**src/rtl/rtc_burst_engine.sv**
```systemverilog
// Burst serial master for a DS1302-style three-wire RTC: command byte plus NUM_BYTES data bytes.
// Define RTC_BURST_READ_EN to include the read path; without it only write bursts are performed.
module rtc_burst_engine #(
  parameter int CLK_DIV   = 2,
  parameter int NUM_BYTES = 8
) (
  input  logic                   clk,
  input  logic                   rstn,
  input  logic                   start,
  input  logic                   rw,
  input  logic [7:0]             cmd_byte,
  input  logic [8*NUM_BYTES-1:0] wr_data,
  output logic [8*NUM_BYTES-1:0] rd_data,
  output logic                   busy,
  output logic                   done,
  output logic                   ce,
  output logic                   sclk,
  output logic                   io_out,
  output logic                   io_oe,
  input  logic                   io_in
);

  localparam int DW = 8 * NUM_BYTES;
  localparam int SW = DW + 8;
  localparam logic [7:0] HC_LAST   = 8'(CLK_DIV - 1);
  localparam logic [8:0] CMD_LAST  = 9'd7;
  localparam logic [8:0] DATA_LAST = 9'(DW - 1);

  typedef enum logic [1:0] {IDLE, CMD, DATA, HOLD} state_t;

  state_t        state, state_nxt;
  logic [7:0]    hcnt;
  logic          phase;
  logic [8:0]    bcnt;
  logic [SW-1:0] sr;
  logic          dir;
  logic          rw_eff;
  logic          phase_end;
  logic          cell_end;
  logic          unused_cmd_bits;

  // Bit 7 is always sent as 1 and bit 0 carries the direction.
  assign unused_cmd_bits = ^{cmd_byte[7], cmd_byte[0]};
  assign phase_end = (hcnt == HC_LAST);
  assign cell_end  = phase_end && phase;

`ifdef RTC_BURST_READ_EN
  logic [DW-1:0] rx_sr;

  assign rw_eff = rw;

  // Capture on the last high-phase cycle; rd_data only moves once the whole payload is in.
  always_ff @(posedge clk) begin
    if (!rstn) begin
      rx_sr   <= '0;
      rd_data <= '0;
    end else if (state == DATA && dir && cell_end) begin
      rx_sr <= {io_in, rx_sr[DW-1:1]};
      if (bcnt == DATA_LAST) rd_data <= {io_in, rx_sr[DW-1:1]};
    end
  end
`else
  logic unused_read_inputs;

  assign rw_eff             = 1'b0;
  assign rd_data            = '0;
  assign unused_read_inputs = ^{io_in, rw};
`endif

  always_comb begin
    state_nxt = state;
    busy      = 1'b0;
    ce        = 1'b0;
    sclk      = 1'b0;
    io_out    = 1'b0;
    io_oe     = 1'b1;
    case (state)
      IDLE: if (start) state_nxt = CMD;
      CMD: begin
        busy   = 1'b1;
        ce     = 1'b1;
        sclk   = phase;
        io_out = sr[0];
        if (cell_end && bcnt == CMD_LAST) state_nxt = DATA;
      end
      DATA: begin
        busy   = 1'b1;
        ce     = 1'b1;
        sclk   = phase;
        io_out = dir ? 1'b0 : sr[0];
        io_oe  = ~dir;
        if (cell_end && bcnt == DATA_LAST) state_nxt = HOLD;
      end
      HOLD: begin
        busy = 1'b1;
        ce   = 1'b1;
        if (phase_end) state_nxt = IDLE;
      end
      default: state_nxt = IDLE;
    endcase
  end

  always_ff @(posedge clk) begin
    if (!rstn) begin
      state <= IDLE;
      hcnt  <= '0;
      phase <= 1'b0;
      bcnt  <= '0;
      sr    <= '0;
      dir   <= 1'b0;
      done  <= 1'b0;
    end else begin
      state <= state_nxt;
      done  <= (state == HOLD) && phase_end;
      case (state)
        IDLE: begin
          hcnt  <= '0;
          phase <= 1'b0;
          bcnt  <= '0;
          if (start) begin
            sr  <= {wr_data, 1'b1, cmd_byte[6:1], rw_eff};
            dir <= rw_eff;
          end
        end
        CMD, DATA: begin
          if (phase_end) begin
            hcnt  <= '0;
            phase <= ~phase;
          end else begin
            hcnt <= hcnt + 8'd1;
          end
          // Shifting at cell end puts the next bit on io_out from the first low cycle.
          if (cell_end) begin
            sr <= sr >> 1;
            if ((state == CMD && bcnt == CMD_LAST) || (state == DATA && bcnt == DATA_LAST))
              bcnt <= '0;
            else
              bcnt <= bcnt + 9'd1;
          end
        end
        HOLD: begin
          if (phase_end) hcnt <= '0;
          else           hcnt <= hcnt + 8'd1;
        end
        default: hcnt <= '0;
      endcase
    end
  end

endmodule

```
**config.mk**
```make
export PLATFORM = sky130hd
export DESIGN_NAME = rtc_burst_engine
export DESIGN_NICKNAME = d
export VERILOG_FILES = /design/src/rtl/rtc_burst_engine.sv
export SDC_FILE = /design/constraint.sdc
export NUM_CORES = 1
export LEC_CHECK = 0
export CAP_MARGIN = 15
export CORE_UTILIZATION = 49
export CTS_CLUSTER_DIAMETER = 100
export DETAILED_ROUTE_END_ITERATION = 10
export DONT_BUFFER_PORTS = 1
export SYNTH_ARGS = -nofsm -noshare
export SYNTH_HDL_FRONTEND = slang
export SYNTH_SLANG_ARGS = --single-unit
```
**constraint.sdc**
```tcl
create_clock -name clk -period 3.7 [get_ports clk]
set_clock_uncertainty 0.15 [all_clocks]
set_input_delay 0.74 -clock clk [delete_from_list [all_inputs] [get_ports clk]]
set_output_delay 0.74 -clock clk [all_outputs]
set_load 0.05 [all_outputs]
```
# After elaboration in Yosys (flattened, before gate mapping)
# Index checks and enable logic that the tools add are counted.
# Widths: inputs -> output; s select.
[word_totals]
input_bits = 77
wordCells = 54
ff_bits = 93
output_inout_bits = 70
[op_classes]
addsub = 2
reduce_logical = 15
n_mux = 18
bitwise = 1
n_eq_ne = 12
[ops]
columns = ["operator", "count"]
rows = [
  ["$mux 72", 2],
  ["$pmux 72 s2", 1],
  ["$mux 9", 2],
  ["$pmux 9 s2", 1],
  ["$pmux 8 s2", 1],
  ["$add 9x1->9 const B", 1],
  ["$eq 9x3->1 const B", 1],
  ["$eq 9x6->1 const B", 1],
  ["$add 8x1->8 const B", 1],
  ["$eq 8x1->1 const B", 1],
  ["$mux 2", 4],
  ["$mux 8", 1],
  ["$ne 2x2->1 const B", 4],
  ["$pmux 2 s4", 1],
  ["$logic_and 1x1->1", 6],
  ["$eq 2x2->1 const B", 2],
  ["$mux 1", 4],
  ["$ne 2x1->1 const B", 2],
  ["$reduce_and 2->1", 2],
  ["$reduce_and 4->1", 1],
  ["$reduce_and 3->1", 1],
  ["$reduce_or 3->1", 1],
  ["$eq 2x1->1 const B", 1],
  ["$logic_not 2->1", 1],
  ["other kinds (5)", 5],
]

# Logic depth before layout (Yosys ltp)
[logic_depth]
word_depth = 6
depth_mapped = 10
depth_no_buf = 7

# Worst setup path after synthesis
# No wires, ideal clock.
[synth_timing]
path_kind = "reg-to-output"
from = "register state[1]"
to = "output port io_out"
setup_slack_ns = 0.956
n_path_buf = 3
t_required_ns = 2.810
arrival_ns = 1.854
stages_incl_launch_ff = 7
path_cell_list = "dfxtp_1 > inv_1 > ha_1 > buf_2 > buf_4 > buf_1 > and2_1"
[synth_via]
elab_chain_cells = 3
word_cells_on_any_way = 4
[synth_lines]
columns = ["element", "line_no", "text"]
rows = [
  ["start: declaration", "31", "state_t state, state_nxt;"],
  ["start signal: assignment", "113", "state <= state_nxt;"],
  ["$eq 2x1->1 / $eq 2x2->1 (equally long branches)", "77", "case (state)"],
  ["$reduce_or 2->1 (no line) *", "-", ""],
  ["$mux 1 *", "-", ""],
  ["end: declaration", "18", "output logic io_out,"],
]
# Mark *: on every way between the ends. The rest lies on a longest branch, timed or not.

# Final worst setup path
[layout_timing]
from = "register state[0]"
to = "register sr[30]"
[layout_via]
elab_chain_cells = 4
word_cells_on_any_way = 9
[layout_lines]
columns = ["element", "line_no", "text"]
rows = [
  ["$eq 2x1->1 / $eq 2x2->1 (equally long branches)", "115", "case (state)"],
  ["$reduce_or 2->1 (no line)", "-", ""],
  ["$ne 2x1->1 (no line) / $reduce_bool 2->1 (equally long branches)", "-", ""],
  ["$reduce_and 3->1 (no line)", "-", ""],
  ["end signal: assignment", "121", "sr <= {wr_data, 1'b1, cmd_byte[6:1], rw_eff};"],
  ["end signal: assignment", "134", "sr <= sr >> 1;"],
  ["end: declaration", "35", "logic [SW-1:0] sr;"],
]
# Parallel ways exist; a longest one is shown, timed or not.
# A chain may end at the register's enable or synchronous reset.

==> run metrics <==
Synth area leader dfxtp_1; crit path cell chain inv_1, ha_4, nor2b_1, a31oi_2, nor2_4, buf_12, nor2_1, a211oi_1; Die Ht between 100 and 150 um; Lkg Pwr around 1.9 nW; # nets final between 500 and 600; post-CTS resize count 0; sequential area share after synthesis 37.93%; WL per Instance between 10 and 15 um; IO Pins about 150; synthesis-to-layout area growth 1.275%; worst hold endpoint bcnt[1]$_SDFFE_PN0P_; ranking of synthesized cells by area dfxtp_1 (38%), mux2i_1 (14%), buf_4 (11%), a211oi_2 (7.6%), nor2_1 (6.7%); PortBufs 0; fill count 924; mean post-synth cell area 9.439 um^2; HPWL Detailed 5.766 mm; slowest stage delay, CP 0.62 ns; die area roughly 10,000 um^2; HP Start bcnt[1]$_SDFFE_PN0P_; Sink Count 93; Crit. path cell count 8; FF+latch count, synth 93; TritonCTS Buffers 9; Fin Setup TNS 0 ns; setup violators final 0; startpoint class of the critical path flip-flop; Worst path top cell family by delay simple AND/OR/NAND/NOR gates; RSZ-0062 raised after global routing no; distinct cell type count after synthesis 39; Reg2Reg Launch Point state[0]$_SDFFE_PN0P_; Slew HR a little over a third; clk_lat worst skew 0.36 ns; Row Count 36; hold buffers post-CTS 0; Crit. End Element flip-flop; max cap viols 0; status complete, no violations; register area 1862 um^2; fraction of layout cells with a size suffix above 1 a little under an eighth; critical path class reg -> reg; total number of vias 3,247; number of global-route vias before repair 2,878; DR pass1 iterations 4; residual DRC count 0; Final Routed Wirelength 8.376 mm; Worst Path Buf+Inv 2; Slew @ Worst Pin 0.9585 ns; Multi-input gate area 2611 um^2; antenna cell count 0; CTS clk-pin slew, worst paths 0.09 ns; worst reg-to-reg setup slack 1.07 ns; worst IR drop on VDD 0.5224 mV; initial DRC count approximately 130; crit path time final 2.633 ns; Clock Root Buffer clkbuf_8; Final ANT Viol Nets 0; Core Footprint between 9000 and 10,000 um^2; initial antenna violation count 0; Final Max Tran Viols 0; reg2reg path depth 8; Final Hold Violating Endpoints 0; Post-CTS Setup Bufs 0; Critical Path Source state[0]$_SDFFE_PN0P_; Post-Synthesis Cells 520; worst min-delay path class reg -> reg; initial core utilization about half; top cell type's share of synthesized area 37.93%; first-pass GRT wire length 13.79 mm; fmax 379.8 MHz; GRT Util Overall about 17%; WP data required 3.80 ns; GP Congestion 0.7926; CTS tree built; worst flop-to-flop path endpoint sr[30]$_SDFFE_PN0P_; Tcrit/Tclk final a little under three quarters; largest net degree at the start of global routing 74; critical path peak fanout 49; vias per inst 5.073; Max clock buf depth 2; Die W 102.1 um; CP arrival 2.74 ns; CP max stage cell nor2_4; pwr dens 983.9 nW/um^2; Mapped Area between 4000 and 5000 um^2; final core utilization 51.09%; number of H-tree levels 3; total grt overflow 0; hold path cells 2; yosys warns 0
where the power goes:
| part | switching [mW] | leakage (nW) | internal [mW] |
|---|---|---|---|
| Clock | 0.367 | 0.112 | 0.358 |
| Sequential | 0.137 | 0.765 | 1.29 |
| Combinational | 1.67 | 1.02 | 1.07 |
| Total | 2.17 | 1.90 | 2.72 |
synth_stat cells (all sizes together):
library cell and count:
buf 86, nor3 5, o31ai 1, inv 8, nor2 88, a31oi 4
ha 8, nor4b 3, a41o 2, xnor2 5, mux2i 71, a221oi 1
a21boi 1, nand3 12, a211oi 70, mux2 1, a21oi 6, and3 4
a311oi 1, o41ai 1, dfxtp 93, xor2 5, nor3b 2, nor2b 3
o21ai 7, nand2b 1, or3 1, nand2 12, conb 2, and2 4
clkbuf 12
how the worst max path moves through the flow:
stage / to / slack [ns]
global route: sr[2]$_SDFFE_PN0P_ / 0.84
global placement: bcnt[6]$_SDFFE_PN0P_ / 1.11
floorplan: io_out / 0.96
CTS: sr[30]$_SDFFE_PN0P_ / 1.02
detailed placement: sr[30]$_SDFFE_PN0P_ / 1.04
finish: sr[30]$_SDFFE_PN0P_ / 1.07
registers in the layout (all words and copies together), names as in the netlist:
name   flops
sr        72
bcnt       9
phase      1
hcnt       8
done       1
state      2
logic make-up (layout without fill, tap and decap cells):
| logic type | after synthesis | count (layout) | synth area share, % |
|---|---|---|---|
| adder cells (fa/ha/maj) | 8 | 8 | 2.039 |
| AO/OA/AOI/OAI | 94 | 94 | 16.98 |
| buffers and inverters | 106 | 30 | 13.94 |
| flip-flops | 93 | 93 | 37.93 |
| XOR/XNOR | 10 | 10 | 1.784 |
| other | 2 | 65 | 0.1530 |
| AND/OR/NAND/NOR | 135 | 135 | 12.46 |
| multiplexers | 72 | 72 | 14.71 |
metal layers:
| metal | global-route usage (%) | routed length (um) | part of all wire (%) |
|---|---|---|---|
| met1 | 21.75 | 3774 | 45 |
| met2 | 25.45 | 3818 | 46 |
| met3 | 5.677 | 718 | 8.6 |
| met4 | 5.934 | 65 | 0.78 |
| met5 | 0 | 0 | 0 |
per-stage QoR:
| step | cells | cell area (um^2) | worst slack [ns] | hold WS [ns] | total power [mW] |
|---|---|---|---|---|---|
| 2_1_floorplan | 583 | 5145 | 0.9559 | 0.2847 | 3.897 |
| 3_3_place_gp | 624 | 4752 | 1.113 | 0.2943 | 4.126 |
| 3_5_place_dp | 624 | 4752 | 1.036 | 0.3033 | 4.215 |
| 4_1_cts | 640 | 4971 | 1.024 | 0.3157 | 4.945 |
| 5_1_grt | 640 | 4971 | 0.8374 | 0.3368 | 5.293 |
| 6_report | 640 | 4971 | 1.067 | 0.3123 | 4.891 |
cell type report:
class | instances | share of cell area (%)
well taps | 133 | 3.348
flip-flops and latches | 93 | 37.45
clock inverters | 5 | 1.359
multi-input cells | 384 | 52.53
clock buffers | 11 | 3.046
repair buffers | 6 | 1.661
inverters | 8 | 0.6041
worst min-delay path, stage by stage, from the launching register on:
cell     delay, ns
dfxtp_1       0.34
nand2_1       0.06
nand2_1       0.04
cell usage in the layout, fill, tap and decap left out, types with 2 or more instances in the layout:
cell	instances
buf_12	3
a211oi_2	30
and3_1	4
dfxtp_1	93
xnor2_1	5
nor3b_1	2
nor3_1	5
nand3_1	12
a31oi_1	3
and2_1	4
mux2i_1	71
ha_1	7
inv_1	7
a41o_1	2
nor2b_1	3
buf_4	3
a211oi_1	40
nor2_1	87
nand2_1	12
xor2_1	5
clkbuf_8	11
conb_1	65
o21ai_0	7
clkinv_4	3
a21oi_1	6
(Power assumes the default switching activity.)
